`src/rtl/instr_encoder_if.sv`:
```
// Request and memory-write bus of the instruction encoder.
// The slave modport is the encoder itself. The master modport is the
// environment around it: the program-load host plus the memory write port.
interface instr_encoder_if #(
    parameter int AW = 12
);
    logic          req_valid;
    logic          req_ready;
    logic          req_last;
    logic [2:0]    req_type;
    logic [3:0]    req_alu;
    logic [4:0]    req_rd;
    logic [4:0]    req_rs1;
    logic [4:0]    req_rs2;
    logic [31:0]   req_imm;
    logic          mem_wvalid;
    logic          mem_wready;
    logic [AW-1:0] mem_addr;
    logic [31:0]   mem_wdata;

    modport master (
        output req_valid, req_last, req_type, req_alu, req_rd, req_rs1, req_rs2, req_imm,
        output mem_wready,
        input  req_ready, mem_wvalid, mem_addr, mem_wdata
    );

    modport slave (
        input  req_valid, req_last, req_type, req_alu, req_rd, req_rs1, req_rs2, req_imm,
        input  mem_wready,
        output req_ready, mem_wvalid, mem_addr, mem_wdata
    );
endinterface

```
`src/rtl/instr_encoder.sv`:
```
// RV32I instruction encoder with program loader.
// Operation requests (type + ALU code + operand fields) are encoded into
// 32-bit words in a registered stage. The words are then buffered in a FIFO
// and written to sequential instruction-memory addresses. A four-state FSM
// frames each load session.
module instr_encoder #(
    parameter int            DEPTH     = 4,
    parameter int            AW        = 12,
    parameter logic [AW-1:0] BASE_ADDR = '0
) (
    input  logic                clk,
    input  logic                rst_n,
    input  logic                start,
    instr_encoder_if.slave      bus,
    output logic                busy,
    output logic                done,
    output logic                enc_err,
    output logic [AW-2:0]       word_count
);
    localparam int PW = $clog2(DEPTH);
    localparam int CW = PW + 1;

    localparam logic [6:0] OP_R = 7'b0110011;
    localparam logic [6:0] OP_I = 7'b0010011;
    localparam logic [6:0] OP_U = 7'b0110111;
    localparam logic [6:0] OP_S = 7'b0100011;

    localparam logic [3:0] ALU_ADD = 4'b0010;
    localparam logic [3:0] ALU_SUB = 4'b0100;
    localparam logic [3:0] ALU_SLL = 4'b0011;
    localparam logic [3:0] ALU_SLT = 4'b1000;
    localparam logic [3:0] ALU_XOR = 4'b0111;
    localparam logic [3:0] ALU_SRL = 4'b0101;
    localparam logic [3:0] ALU_SRA = 4'b1001;
    localparam logic [3:0] ALU_OR  = 4'b0001;
    localparam logic [3:0] ALU_AND = 4'b0000;

    typedef enum logic [1:0] {
        S_IDLE,
        S_LOAD,
        S_DRAIN,
        S_DONE
    } state_t;

    state_t        state, state_nx;

    logic          accept;
    logic [2:0]    funct3;
    logic [6:0]    funct7;
    logic          alu_ok;
    logic          is_shift;
    logic [11:0]   imm12;
    logic [31:0]   word_nx;
    logic          legal_nx;

    logic          enc_valid;
    logic [31:0]   enc_word;

    logic [31:0]   fifo_mem [DEPTH];
    logic [PW-1:0] wr_ptr;
    logic [PW-1:0] rd_ptr;
    logic [CW-1:0] count;
    logic [CW-1:0] occupancy;
    logic          push;
    logic          pop;
    logic [AW-1:0] addr;

    // The word held in the encode stage has a reserved FIFO slot, so it is
    // counted when deciding whether another request may enter.
    assign occupancy     = count + CW'(enc_valid);
    assign bus.req_ready = (state == S_LOAD) && (occupancy < CW'(DEPTH));
    assign accept        = bus.req_valid && bus.req_ready;

    assign push = enc_valid;
    assign pop  = bus.mem_wvalid && bus.mem_wready;

    assign bus.mem_wvalid = (count != '0);
    assign bus.mem_wdata  = bus.mem_wvalid ? fifo_mem[rd_ptr] : '0;
    assign bus.mem_addr   = addr;

    assign busy = (state != S_IDLE);
    assign done = (state == S_DONE);

    // Map the request fields onto an instruction word and flag illegal requests.
    always_comb begin
        // NOTE: every variable gets a default before the case statements, so no path leaves one unassigned and no latch is inferred.
        funct3   = 3'b000;
        funct7   = 7'b0000000;
        alu_ok   = 1'b1;
        is_shift = 1'b0;
        imm12    = bus.req_imm[11:0];
        word_nx  = '0;
        legal_nx = 1'b0;

        case (bus.req_alu)
            ALU_ADD: funct3 = 3'b000;
            ALU_SUB: begin funct3 = 3'b000; funct7 = 7'b0100000; end
            ALU_SLL: begin funct3 = 3'b001; is_shift = 1'b1; end
            ALU_SLT: funct3 = 3'b010;
            ALU_XOR: funct3 = 3'b100;
            ALU_SRL: begin funct3 = 3'b101; is_shift = 1'b1; end
            ALU_SRA: begin funct3 = 3'b101; funct7 = 7'b0100000; is_shift = 1'b1; end
            ALU_OR:  funct3 = 3'b110;
            ALU_AND: funct3 = 3'b111;
            default: alu_ok = 1'b0;
        endcase

        if (is_shift) begin
            imm12 = {funct7, bus.req_imm[4:0]};
        end

        case (bus.req_type)
            3'b000: begin
                word_nx  = {funct7, bus.req_rs2, bus.req_rs1, funct3, bus.req_rd, OP_R};
                legal_nx = alu_ok;
            end
            3'b011: begin
                word_nx  = {imm12, bus.req_rs1, funct3, bus.req_rd, OP_I};
                legal_nx = alu_ok && (bus.req_alu != ALU_SUB);
            end
            3'b001: begin
                word_nx  = {bus.req_imm[31:12], bus.req_rd, OP_U};
                legal_nx = 1'b1;
            end
            3'b100: begin
                word_nx  = {bus.req_imm[11:5], bus.req_rs2, bus.req_rs1, 3'b010,
                            bus.req_imm[4:0], OP_S};
                legal_nx = 1'b1;
            end
            default: legal_nx = 1'b0;
        endcase
    end

    // Encode stage: capture the accepted word, or pulse the error flag for an illegal request.
    always_ff @(posedge clk or negedge rst_n) begin
        // NOTE: non-blocking assignments in clocked blocks, so every register samples pre-edge values regardless of block order.
        if (!rst_n) begin
            enc_valid <= 1'b0;
            enc_err   <= 1'b0;
            enc_word  <= '0;
        end else begin
            enc_valid <= accept && legal_nx;
            enc_err   <= accept && !legal_nx;
            if (accept) begin
                enc_word <= word_nx;
            end
        end
    end

    // FIFO storage array.
    always_ff @(posedge clk) begin
        // NOTE: the storage array has no reset; stale entries are harmless because the empty flag gates the read data.
        if (push) begin
            fifo_mem[wr_ptr] <= enc_word;
        end
    end

    // FIFO pointers and occupancy; simultaneous push and pop leave the count unchanged.
    always_ff @(posedge clk or negedge rst_n) begin
        if (!rst_n) begin
            wr_ptr <= '0;
            rd_ptr <= '0;
            count  <= '0;
        end else begin
            if (push) begin
                wr_ptr <= wr_ptr + PW'(1);
            end
            if (pop) begin
                rd_ptr <= rd_ptr + PW'(1);
            end
            case ({push, pop})
                2'b10:   count <= count + CW'(1);
                2'b01:   count <= count - CW'(1);
                default: count <= count;
            endcase
        end
    end

    // Write address and word counter: rewound at session start, advanced per completed write.
    always_ff @(posedge clk or negedge rst_n) begin
        if (!rst_n) begin
            addr       <= BASE_ADDR;
            word_count <= '0;
        end else if ((state == S_IDLE) && start) begin
            addr       <= BASE_ADDR;
            word_count <= '0;
        end else if (pop) begin
            addr       <= addr + AW'(4);
            word_count <= word_count + (AW-1)'(1);
        end
    end

    // Session FSM state register.
    always_ff @(posedge clk or negedge rst_n) begin
        if (!rst_n) begin
            state <= S_IDLE;
        end else begin
            state <= state_nx;
        end
    end

    // Session FSM next state. DRAIN also ends while the final word is
    // being written, so that done follows that write by exactly one cycle.
    always_comb begin
        state_nx = state;
        case (state)
            S_IDLE:  if (start) state_nx = S_LOAD;
            S_LOAD:  if (accept && bus.req_last) state_nx = S_DRAIN;
            S_DRAIN: begin
                if (!enc_valid && ((count == '0) || ((count == CW'(1)) && pop))) begin
                    state_nx = S_DONE;
                end
            end
            S_DONE:  state_nx = S_IDLE;
            default: state_nx = S_IDLE;
        endcase
    end
endmodule

```
`src/flat_wrapper.sv`:
```
// flat-port wrapper written by rule: the top's interface ports become plain ports
module instr_encoder_flat 
#(
    parameter int            DEPTH     = 4,
    parameter int            AW        = 12,
    parameter logic [AW-1:0] BASE_ADDR = '0
)
  (clk, rst_n, start, busy, done, enc_err, word_count, bus_req_valid, bus_req_last, bus_req_type, bus_req_alu, bus_req_rd, bus_req_rs1, bus_req_rs2, bus_req_imm, bus_mem_wready, bus_req_ready, bus_mem_wvalid, bus_mem_addr, bus_mem_wdata);
  instr_encoder_if #(.AW(AW)) bus_i ();
  input  logic clk;
  input  logic rst_n;
  input  logic start;
  output logic busy;
  output logic done;
  output logic enc_err;
  output logic [AW-2:0] word_count;
  input wire logic [$bits(bus_i.req_valid)-1:0] bus_req_valid;
  input wire logic [$bits(bus_i.req_last)-1:0] bus_req_last;
  input wire logic [$bits(bus_i.req_type)-1:0] bus_req_type;
  input wire logic [$bits(bus_i.req_alu)-1:0] bus_req_alu;
  input wire logic [$bits(bus_i.req_rd)-1:0] bus_req_rd;
  input wire logic [$bits(bus_i.req_rs1)-1:0] bus_req_rs1;
  input wire logic [$bits(bus_i.req_rs2)-1:0] bus_req_rs2;
  input wire logic [$bits(bus_i.req_imm)-1:0] bus_req_imm;
  input wire logic [$bits(bus_i.mem_wready)-1:0] bus_mem_wready;
  output wire logic [$bits(bus_i.req_ready)-1:0] bus_req_ready;
  output wire logic [$bits(bus_i.mem_wvalid)-1:0] bus_mem_wvalid;
  output wire logic [$bits(bus_i.mem_addr)-1:0] bus_mem_addr;
  output wire logic [$bits(bus_i.mem_wdata)-1:0] bus_mem_wdata;
  assign bus_i.req_valid = bus_req_valid;
  assign bus_i.req_last = bus_req_last;
  assign bus_i.req_type = bus_req_type;
  assign bus_i.req_alu = bus_req_alu;
  assign bus_i.req_rd = bus_req_rd;
  assign bus_i.req_rs1 = bus_req_rs1;
  assign bus_i.req_rs2 = bus_req_rs2;
  assign bus_i.req_imm = bus_req_imm;
  assign bus_i.mem_wready = bus_mem_wready;
  assign bus_req_ready = bus_i.req_ready;
  assign bus_mem_wvalid = bus_i.mem_wvalid;
  assign bus_mem_addr = bus_i.mem_addr;
  assign bus_mem_wdata = bus_i.mem_wdata;
  instr_encoder #(.DEPTH(DEPTH), .AW(AW), .BASE_ADDR(BASE_ADDR)) u_core (.clk(clk), .rst_n(rst_n), .start(start), .bus(bus_i), .busy(busy), .done(done), .enc_err(enc_err), .word_count(word_count));
endmodule
```
`config.mk`:
```
export PLATFORM = sky130hd
export DESIGN_NAME = instr_encoder_flat
export DESIGN_NICKNAME = d
export VERILOG_FILES = /design/src/rtl/instr_encoder_if.sv /design/src/rtl/instr_encoder.sv /design/src/flat_wrapper.sv
export SDC_FILE = /design/constraint.sdc
export NUM_CORES = 1
export LEC_CHECK = 0
export ABC_AREA = 1
export CAP_MARGIN = 5
export CORE_UTILIZATION = 40
export DETAILED_ROUTE_END_ITERATION = 7
export PLACE_DENSITY = 0.66
export SKIP_CTS_REPAIR_TIMING = 1
export SLEW_MARGIN = 20
export SYNTH_ARGS = -nofsm -noshare
export SYNTH_HDL_FRONTEND = slang
export SYNTH_SLANG_ARGS = --single-unit
```
`constraint.sdc`:
```
create_clock -name clk -period 2.3 [get_ports clk]
set_clock_uncertainty 0.1 [all_clocks]
set_input_delay 0.23 -clock clk [delete_from_list [all_inputs] [get_ports clk]]
set_output_delay 0.23 -clock clk [all_outputs]
set_load 0.005 [all_outputs]
```
* Word-level counts from Yosys, hierarchy flattened
Memories as Yosys holds them, arrays and structs flattened.
Cells that the tools add are included.
** Word-level totals
- Bits of input ports :: 60
- Memory bits (writable) :: 128
- Bits in registers :: 66
- Memories :: 1
** Memories
- u_core.fifo_mem :: words 4, width 32, rd ports 1, clocked after Yosys merged registers in 0, wr ports 1, RTL line instr_encoder.sv:59 : logic [31:0] fifo_mem [DEPTH];
** Operators by class
- Reductions and logical operators :: 27
- Equality and inequality tests :: 21
- Multiplexer cells :: 19
- Magnitude comparators :: 1
- Add/subtract/negate cells :: 7
** Operators with widths (count)
- $pmux 32 s4 :: 1
- $mux 12 :: 3
- $mux 32 :: 1
- $mux 11 :: 2
- $pmux 3 s6 :: 1
- $add 12x3->12 const B :: 1
- $eq 4x3->1 const B :: 3
- $add 11x1->11 const B :: 1
- $logic_and 1x1->1 :: 10
- $reduce_or 9->1 :: 1
- $eq 4x2->1 const B :: 2
- $eq 4x4->1 const B :: 2
- $pmux 2 s4 :: 1
- $eq 2x2->1 const B :: 3
- $eq 3x1->1 const B :: 2
- $logic_not 3->1 :: 2
- $mux 2 :: 3
- $mux 6 :: 1
- $pmux 3 s2 :: 1
- $reduce_bool 2->1 :: 3
- $reduce_or 2->1 :: 3
- $add 2x1->2 const B :: 2
- $eq 2x1->1 const B :: 2
- $eq 4x1->1 const B :: 1
- other kinds (18) :: 23

* Logic depth before layout (Yosys ltp)
Gate-level depths: netlist of the first run.
- Depth after elaboration :: 7
- Mapped depth :: 11

* Worst setup path after synthesis of the first run
Ideal clock, no wire load.
- Path type :: reg-to-reg
- From :: reg u_core.count[0]
- To :: reg u_core.count[2]
- Required time :: 2082 ps
- Path slack :: 453 ps
- Period minus slack after synthesis :: 1847 ps
- Arrival time :: 1629 ps
- Library setup time :: 118 ps
- Stages on the path, launching flop included :: 11
- Cell sequence :: dfrtp_1 > inv_1 > ha_1 > nand2_2 > nand2_2 > inv_1 > ha_1 > nor2_1 > o21ai_0 > xor2_1 > inv_1
** Between the ends
- Longest elaborated chain between the ends :: 4
- Elaborated cells between the ends (all ways) :: 8
- Classes of those cells :: add/sub: 2; eq/ne: 2; mux: 1; reduce/logical: 3
** RTL lines
- start: declaration :: RTL line instr_encoder.sv:62 : logic [CW-1:0] count;
- start signal: assignment :: RTL line instr_encoder.sv:172 : 2'b10: count <= count + CW'(1);
- start signal: assignment :: RTL line instr_encoder.sv:173 : 2'b01: count <= count - CW'(1);
- start signal: assignment :: RTL line instr_encoder.sv:174 : default: count <= count;
- $reduce_bool 3->1 * :: RTL line instr_encoder.sv:77 : assign bus.mem_wvalid = (count != '0);
- via bus_mem_wvalid :: RTL line flat_wrapper.sv:27 : output wire logic [$bits(bus_i.mem_wvalid)-1:0] bus_mem_wvalid;
- $logic_and 1x1->1 * :: RTL line instr_encoder.sv:75 : assign pop = bus.mem_wvalid && bus.mem_wready;
- via u_core.pop :: RTL line instr_encoder.sv:65 : logic pop;
- $eq 2x1->1 or $eq 2x2->1 (tied branches) :: RTL line instr_encoder.sv:171 : case ({push, pop})
- $pmux 3 s2 or $reduce_bool 2->1 (tied branches)
Mark *: on every way through the listed nets, which the timed path passes. The rest lies on a longest branch.
A chain may end at the register's enable or synchronous reset.

* Final worst setup path of the first run
- From :: reg u_core.rd_ptr[0]
- To :: out bus_mem_wdata[30]
** Between the ends
- Longest elaborated chain between the ends :: 2
** RTL lines
- start: declaration :: RTL line instr_encoder.sv:61 : logic [PW-1:0] rd_ptr;
- start signal: assignment :: RTL line instr_encoder.sv:169 : rd_ptr <= rd_ptr + PW'(1);
- $mem_v2 4x32
- $mux 32 :: RTL line instr_encoder.sv:78 : assign bus.mem_wdata = bus.mem_wvalid ? fifo_mem[rd_ptr] : '0;
- end: declaration :: RTL line flat_wrapper.sv:29 : output wire logic [$bits(bus_i.mem_wdata)-1:0] bus_mem_wdata;
Every way passes these cells.

==> results of run 1 <==
-- kinds of logic (layout without fill, tap and decap cells) --
kind of cell / after synthesis / after routing / synth area share, %
AND/OR/NAND/NOR: 375 / 375 / 18.9
flip-flops: 177 / 177 / 62.0
AO/OA/AOI/OAI: 149 / 149 / 9.98
buffers and inverters: 101 / 244 / 5.81
adder cells (fa/ha/maj): 16 / 16 / 2.48
XOR/XNOR: 6 / 6 / 0.651
other: 1 / 4 / 0.0464
multiplexers: 1 / 1 / 0.124
-- final timing paths --
check                                    start                      to
setup reg to reg               u_core.count[1]         u_core.count[2]
hold reg to reg            u_core.enc_word[17]  u_core.fifo_mem[2][17]
min in group clk               bus_req_imm[28]     u_core.enc_word[28]
max in group asynchronous                rst_n        u_core.enc_valid
setup / recovery              u_core.rd_ptr[0]       bus_mem_wdata[30]
hold / removal                           rst_n    u_core.word_count[9]
-- critical path: cells and delay by family, from the launching register on --
kind / cells / cell delay [ns]
compound gates: 2 / 0.30
buf+inv: 3 / 0.90
flops: 1 / 0.46
-- layout make-up --
type                    instances  area, sq um
well taps                     265          332
multi-input cells             551         2660
fillers                      1767         9250
clock inverters                12          143
clock buffers                  20          437
inverters                      59          224
flip-flops and latches        177         5010
repair buffers                153         1600
-- layer usage --
metal	vias to the layer above	track usage, %	part of all wire [%]
li1	3011	-	-
met1	2840	26.9	45
met2	181	33.3	48
met3	17	3.51	5.9
met4	0	5.77	1.1
met5	-	0	0
-- sequential cells by signal (all words and copies together), names as in the netlist, 2 cells and up --
signal,flops
u_core.word_count,11
u_core.enc_word,29
u_core.fifo_mem,116
u_core.count,3
u_core.state,2
u_core.rd_ptr,2
u_core.wr_ptr,2
u_core.bus.mem_addr,10
-- Yosys cell counts, types with 2 or more instances --
cell / number
xor2_1: 4
nand2_1: 164
o21ai_2: 9
nand3_2: 2
nor2_1: 153
dfrtp_1: 61
o211ai_1: 2
inv_1: 57
ha_1: 16
buf_6: 7
nand3_1: 21
buf_1: 2
nor3_1: 13
edfxtp_1: 116
o21ai_1: 7
inv_2: 2
o21ai_0: 77
buf_4: 7
clkbuf_1: 17
xnor2_1: 2
buf_2: 9
nand4_1: 11
a21oi_1: 48
o21bai_1: 2
nand2_2: 5
-- where the power goes --
part / switching (mW) / internal, mW
combinational: 2.29 / 2.08
clock: 1.16 / 1.70
sequential: 0.455 / 4.03
total: 3.91 / 7.81
==> results by group, run 1 <==
Floorplan
  • Row count: 51
  • Core area: between 15000 and 20000 sq um
  • Initial Util: 41.1%
  • Die ar.: 20800 sq um
  • Die height: 144 um
  • Die Width: 144 um
  • I/O pins: 120

Final layout
  • Area Overhead vs Synth: 28.9%
  • Finished Layout Cells: 1237
  • Ant diodes: 0
  • Design area: 10400 sq um
  • Most common cell after layout, fill and taps aside: nand2_1
  • Share of layout cells above drive strength 1: approximately 11%
  • Most frequent cells in the layout: nand2_1 (164), nor2_1 (152), edfxtp_1 (116), clkdlybuf4s50_1 (87), o21ai_0 (77)
  • Final Core Density: 52.9%
  • NumNets Final: 1035

Timing
  • Fmax: about 410 MHz
  • Setup TNS: -0.408 ns
  • Endpoints failing setup: 4
  • Tmin final: 2.42 ns
  • Setup ws final: -0.118 ns
  • Final hold viol count: 0
  • Final Cycle Share: 105%
  • Fin. max-slew vios: 0
  • Hold_ws: between 0.15 and 0.2 ns
  • RSZ-0062 raised after global routing: yes

Clock tree
  • CTS Sinks: 177
  • Max Buffers Root-to-Sink: 2
  • CTS root buf: clkbuf_16
  • CTS tree: done
  • TritonCTS Buffers: 17
  • Clk_lat worst skew: 0.42 ns
  • Clock-pin slew on the worst setup and hold paths: 0.06 ns
  • CTS H-tree depth: 4

Synth
  • Mapped cell area: between 8000 and 9000 sq um
  • Post-Synthesis Cells: 826
  • Yosys warning total: 0
  • Area share of the largest cell type after synthesis: 43.1%
  • Ranking of synthesized cells by area: edfxtp_1 (43%), dfrtp_1 (19%), nand2_1 (7.6%), nor2_1 (7.1%), o21ai_0 (4.8%)
  • Synth cell types: 37
  • Seq cells post-synth: 177
  • Most used DFF post-synth: edfxtp_1
  • Cell accounting for the most synthesized area: edfxtp_1
  • Synthesized area per cell: 9.77 sq um
  • Ys async rst share: 34.5%
  • Post-synth EDFFs: 116
  • Post-synthesis sequential area ratio: 62.0%

Run status
  • Violated checks: negative setup slack
  • Status: complete, but fails checks

Worst setup path
  • Startpoint Class: register
  • Crit-path max FO: 15
  • R2R Setup Slk: about 0.24 ns
  • CP peak stage delay: 0.53 ns
  • Crit Path Class: reg -> out
  • Arr. time, crit path: roughly 2.1 ns
  • Worst Path Required: about 2.0 ns
  • CP Cell Sequence: inv_4, buf_4, o21ai_0, a21oi_2, clkdlybuf4s50_1
  • Reg2Reg Depth: 10
  • CP max-delay cell: clkdlybuf4s50_1
  • CP Capture Type: output port

Power and ir drop
  • Pwr Total: 11.7 mW
  • Leak pwr: about 4.5 nW
  • P per Cell Area: 1130 nW/um^2
  • Worst vdd ir: 0.777 mV

Flow run
  • MaxCap Viol Count: 0

Drt
  • Via count: 6049
  • Via density per instance: approximately 5
  • Starting DRT DRC Count: 456
  • Post-Route WL: approximately 20 mm
  • Drt pass-1 iters: 5
  • Routed WL per cell: 16.1 um
  • Antenna Violating Nets Remaining: 0
  • DRC: 0

Global route
  • Vias in the first global route: ~5700
  • GR Util All Layers: 20.0%
  • Antenna violations before repair: 0
  • First-pass GRT wire length: 30.6 mm
  • Grt total ovfl: 0
  • Pin count of the biggest net entering global routing: 35

Placed design
  • Placed cell count: between 1000 and 1500
  • Dpl cell area: about 9600 sq um
  • Post-DP HPWL: 13.4 mm
  • Routability cong.: approximately 0.85
  • Dpl ws: around 0.18 ns
  • Port bufs: 115

Worst hold path
  • Tightest Hold Check Type: in -> async
No activity file was read; power rests on OpenSTA's default activity.
==> run 2, diff against run 1 <==
- SLEW_MARGIN: 20 -> not set
==> results of run 2 <==
The final DEF is identical to that of run 1; final timing and power are the same.
==> run 3, diff against run 2 <==
- CTS_CLUSTER_SIZE: not set -> 10
==> results of run 3 <==
The final DEF is identical to that of run 1; final timing and power are the same.
